## config.mk

```make
export PLATFORM = sky130hd
export DESIGN_NAME = event_encoder_8to3
export DESIGN_NICKNAME = d
export VERILOG_FILES = /design/src/rtl/event_encoder_8to3.sv
export SDC_FILE = /design/constraint.sdc
export NUM_CORES = 1
export LEC_CHECK = 0
export BUFFER_PORTS_ARGS = -buffer_cell sky130_fd_sc_hd__buf_2
export CAP_MARGIN = 10
export CORE_ASPECT_RATIO = 0.75
export CORE_MARGIN = 2
export CORE_UTILIZATION = 44
export DETAILED_ROUTE_END_ITERATION = 16
export PLACE_DENSITY = 0.72
export SLEW_MARGIN = 10
export SYNTH_ARGS = -nofsm -noshare
export SYNTH_HDL_FRONTEND = slang
export SYNTH_SLANG_ARGS = --single-unit
```

## constraint.sdc

```tcl
create_clock -name clk -period 1.7 [get_ports clk]
set_input_delay 0.34 -clock clk [delete_from_list [all_inputs] [get_ports clk]]
set_output_delay 0.34 -clock clk [all_outputs]
set_load 0.005 [all_outputs]
```

## src/rtl/event_encoder_8to3.sv

```systemverilog
// Registered 8-to-3 event encoder: rising edges on in_lines are captured into a sticky
// pending set and emitted lowest-index-first as binary codes over a valid/ready slot.
module event_encoder_8to3 (
  input  logic       clk,
  input  logic       rst_n,
  input  logic       E,
  input  logic [7:0] in_lines,
  input  logic       out_ready,
  output logic [2:0] code,
  output logic       out_valid,
  output logic [7:0] pending,
  output logic       overflow,
  output logic       busy
);

  logic [7:0] in_d;
  logic [7:0] rise;
  logic [7:0] grant;
  logic [7:0] pending_next;
  logic       load;
  logic [2:0] grant_idx;

  assign rise = in_lines & ~in_d & {8{E}};
  assign load = (|pending) & (~out_valid | out_ready);

  // Two's-complement trick isolates the lowest set bit of pending.
  assign grant = load ? (pending & (~pending + 8'd1)) : 8'd0;

  always_comb begin
    grant_idx = 3'd0;
    for (int i = 7; i >= 0; i--) begin
      if (pending[i]) grant_idx = 3'(i);
    end
  end

  // A rise on the bit being granted re-arms it as a fresh event.
  assign pending_next = (pending & ~grant) | rise;
  assign busy         = (|pending) | out_valid;

  always_ff @(posedge clk or negedge rst_n) begin
    if (!rst_n) begin
      in_d      <= 8'd0;
      pending   <= 8'd0;
      code      <= 3'd0;
      out_valid <= 1'b0;
      overflow  <= 1'b0;
    end else begin
      in_d    <= in_lines;
      pending <= pending_next;
      if (|(rise & pending & ~grant)) overflow <= 1'b1;
      if (load) begin
        code      <= grant_idx;
        out_valid <= 1'b1;
      end else if (out_valid && out_ready) begin
        out_valid <= 1'b0;
      end
    end
  end

endmodule

```

After elaboration in Yosys (flattened, before gate mapping)
Cells that the tools add are included.

word-level totals
  logic and storage cells = 35
  memory bits (writable) = 0
  memories = 0
  bits in latches = 0
  register bits after elaboration = 21
  input bits = 12
  output and inout bits = 14
  memory bits (read-only) = 0

operators by class
  divide/modulo/power cells = 0
  $add $sub $neg = 1
  muxes and demuxes = 11
  multipliers = 0
  bitwise gates (word level) = 14
  order comparisons = 0
  reduce and logical (&&, ||, !) cells = 4
  shift operators = 0
  equal/unequal tests = 0

operators by type and width
  kind                                          number
  AND 8 bit                                     6
  2-to-1 mux 3 bit                              8
  inverter 8 bit                                3
  OR reduction 8 bit                            2
  adder 8 x 1 -> 8 bit (second input constant)  1
  2-to-1 mux 8 bit                              1
  OR 8 bit                                      1
  2-to-1 mux 1 bit                              2
  OR 1 bit                                      2
  nonzero test 2 bit                            1
  AND 1 bit                                     1
  logical AND 1 bit                             1
  inverter 1 bit                                1

Logic depth before layout (Yosys ltp)
  depth in word-level cells = 8
  mapped depth = 6
  mapped depth without buffers = 5

Worst setup path before layout
No wires, ideal clock.

  path kind = register to register
  start point = register pending[3]
  end point = register overflow
  data required time = 1.562 ns
  clock period less this slack = 1.808 ns
  data arrival time = 1.669 ns
  stages on the path, launching flop included = 6
  path slack = -0.108 ns
  cells stage by stage = dfrtp_1 -> nor4_4 -> nand2_2 -> a32oi_1 -> o21ai_1 -> or4_1

between the ends
  longest elaborated chain between the ends = 7

RTL lines
  element                 RTL line  source
  from (decl)             11        output logic [7:0] pending,
  from (signal assigned)  49        pending <= pending_next;
  inverter 8 bit          27        assign grant = load ? (pending & (~pending + 8'd1)) : 8'd0;
  adder 8 x 1 -> 8 bit    27
  AND 8 bit               27
  2-to-1 mux 8 bit        27
  inverter 8 bit          50        if (|(rise & pending & ~grant)) overflow <= 1'b1;
  AND 8 bit (*)           50
  OR reduction 8 bit (*)  50
  to (signal assigned)    46        overflow <= 1'b0;
  to (signal assigned)    50
  to (decl)               12        output logic overflow,

Mark *: on every way between the ends. The rest lies on a longest branch, timed or not.
A chain may end at the register's enable or synchronous reset.

Worst setup path after layout
  start point = register pending[3]
  end point = output port busy

between the ends
  longest elaborated chain between the ends = 2

RTL lines
  element             RTL line  source
  OR reduction 8 bit  38        assign busy = (|pending) | out_valid;
  OR 1 bit            38
  to (decl)           13        output logic busy

Every way passes these cells.

==> flow_metrics.tcl <==
set metrics [dict create \
    dieArea_sq_um 2400 \
    antenna_found_initial 0 \
    synthesis.nets 97 \
    wl_per_cell_microns 13.5 \
    worst_pin_slew_ns 0.476 \
    grt_pass1_vias 820 \
    cts_tree "yes" \
    synth_top_area_cell "dfrtp_1" \
    core_area_sq_um 1960 \
    io_pins 26 \
    drtIter0Drc 13 \
    dieHeight_microns 42.9 \
    worstSkewPairLatency_ns 0.30 \
    finClkSkew_ns 0.00300 \
    multi_input_area_sq_um 365 \
    power.share.sequential_pct 49.5 \
    layout_common_cells "buf_2 (24), dfrtp_1 (20), buf_4 (16), nand2_1 (11), o21ai_0 (9)" \
    rsz0062_at_grt "yes" \
    cp_top_family "simple AND/OR/NAND/NOR gates" \
    post_dp_cell_area_sq_um 1130 \
    p_leak_nw 0.589 \
    grt_start_max_net_pins 22 \
    globalplace.congestion 0.854 \
    period_share_pct 115 \
    drc 0 \
    syn_area_sq_um 890 \
    path_class "reg2out" \
    gr-usage-met3_pct 6.40 \
    synth_area_leaders "dfrtp_1 (59%), o21ai_0 (5.1%), nand2_1 (5.1%)" \
    top_usage_layer "met2" \
    slowest_delay_ns 0.43 \
    r2r_start "pending[3]" \
    vdd_drop_max_mv 0.650 \
    crit_arrival_ns 1.62 \
    critPathBufInv 2 \
    avgSynthCellArea_sq_um 10.5 \
    place.detailed.hpwl_microns 1520 \
    fin_util_pct 62.4 \
    failed_checks "setup timing" \
    cap_violations 0 \
    cp-end-kind "output port" \
    syn_to_final_growth_pct 37.7 \
    syn_inst 85 \
    yosysTopAreaCellShare_pct 59.1 \
    cts_buffers 3 \
    cp-start-kind "flip-flop" \
    yosysWarningCount 0 \
    fmax_mhz 511 \
    clk_path_buf_depth 2 \
    crit_path_max_fanout 2 \
    p_per_area_nw_per_um2 990 \
    cp_slowest_cell "dfrtp_1" \
    fin_crit_ns 1.96 \
    finalSetupTns_ns -0.450 \
    clockPowerShare_pct 19.3 \
    drive_gt1_share_pct 40.3 \
    viasPerCell 5.27 \
    whs_ns 0.149 \
    cp.required_ns 1.36 \
    fill_cells 178 \
    stdcell_count 153 \
    cts.reportedPaths.clkPinSlew_ns 0.10 \
    p_sw_w 0.000375 \
    setup_ws_ns -0.256 \
    sw_frac_of_total_pct 30.9 \
    htreeDepth 1 \
    start_util_pct 45.3 \
    nNetsFinal 142 \
    seq_area_sq_um 527 \
    hold_violations 0 \
    crit_start "pending[3]" \
    layout_commonest_cell "buf_2" \
    io_buffers 25 \
    intPower_w 0.000838 \
    hold_start "in_lines[3]" \
    relSlewSlack_pct 68.2 \
    grt_use_met2_pct 33.3 \
    drt_pre_antenna_iters 4 \
    numClockSinks 21 \
    use_met1_pct 22.8 \
    path_cells "nor4_4 -> buf_4 -> nand2_4 -> or2_4 -> buf_6" \
    pwr-share-comb_pct 31.3 \
    placedCellCount 145 \
    design_area_sq_um 1220 \
    diodes 0 \
    seq_area_frac_synth_pct 59.1 \
    vias 806 \
    drv_slew 0 \
    drtAntennaViolNets 0 \
    grt_use_total_pct 19.2 \
    cts_root_buffer "clkbuf_4" \
    fp.dieW_microns 55.9 \
    grt_pass1_wl_microns 3510 \
    status "complete, but fails checks" \
    synth_cell_types 26 \
    synth_seq_cells 21 \
    grt.overflow.total 0 \
    wl_microns 2060 \
    setup_viol 2 \
    rows 14 \
    min_path_type "in2reg" \
]
power by group through the flow:
stage          logic [W]  registers (W)  clock network, W
6_report        0.000379       0.000600          0.000234
5_1_grt         0.000419       0.000609          0.000265
4_1_cts         0.000371       0.000602          0.000248
3_5_place_dp    0.000346       0.000608                 0
3_3_place_gp    0.000338       0.000603                 0
2_1_floorplan   0.000137       0.000632                 0
worst paths after layout:
| kind | cells after the start | end | slack [ns] |
|---|---|---|---|
| max | 5 | busy | -0.26 |
| max in group asynchronous | 2 | pending[0] | 0.84 |
| min in group asynchronous | 2 | code[1] | 0.51 |
| min | 1 | in_d[3] | 0.15 |
| min reg2reg | 1 | pending[6] | 0.48 |
| max reg2reg | 6 | overflow | -0.19 |
per-layer routing:
layer,up-vias,part of all wire [%]
met3,4,7.3
met1,378,43
met2,36,49
met5,-,0
li1,388,-
met4,0,0.92
worst reg2reg max path, delay by kind of cell (launching register included):
| family | cells | cell delay (ns) |
|---|---|---|
| buffers and inverters | 1 | 0.17 |
| and+or+nand+nor | 2 | 0.85 |
| AOI/OAI and AO/OA | 3 | 0.33 |
| DFF | 1 | 0.43 |
final cells by class:
| cell class | count | share of cell area [%] |
|---|---|---|
| sequential | 21 | 43.0 |
| multi-input combinational | 58 | 29.8 |
| timing repair buffer | 42 | 21.3 |
| inverter | 4 | 1.23 |
| tap | 24 | 2.45 |
| clock buffer | 4 | 2.15 |
synthesized netlist by cell type:
library cell and number:
dfrtp_1 21, nand2_1 12, o21ai_0 9, nor2_1 6
inv_1 4, nand3b_1 4, nor2b_1 4, a31oi_1 3
o31ai_1 3, a21o_1 2, clkbuf_1 2, a21oi_1 1
a22o_2 1, a32oi_1 1, nand2_2 1, nand2b_1 1
nand3_1 1, nor3_1 1, nor3b_1 1, nor4_1 1
nor4_4 1, o21ai_1 1, o22a_1 1, o41ai_1 1
or2_2 1, or4_1 1
cells by family (layout without fill, tap and decap cells):
logic type,Yosys count,after routing,share of synthesized area [%]
compound gates,23,23,16.6
buf+inv,6,50,2.53
flops,21,21,59.1
simple gates,35,35,21.8
state kept, by name, summed over array words and instances (netlist names):
signal	flops
in_d	8
pending	8
code	3
out_valid	1
overflow	1
metrics by stage:
stage	setup slack, ns	power [W]
after floorplan	-0.108	0.000768
after CTS	-0.232	0.00122
after detailed placement	-0.140	0.000954
final	-0.256	0.00121
after global placement	-0.0356	0.000941
after global routing	-0.324	0.00129
what timing repair did:
action / 4_1_cts / 5_1_grt
pin swaps: 2 / 1
hold endpoints to repair: 21 / 0
endpoints found under the setup margin: 2 / 2
buffers inserted: 3 / 0
gates resized for setup: 6 / 1
hold buffers: 1 / 0
Power figures use the tool's default switching activity.
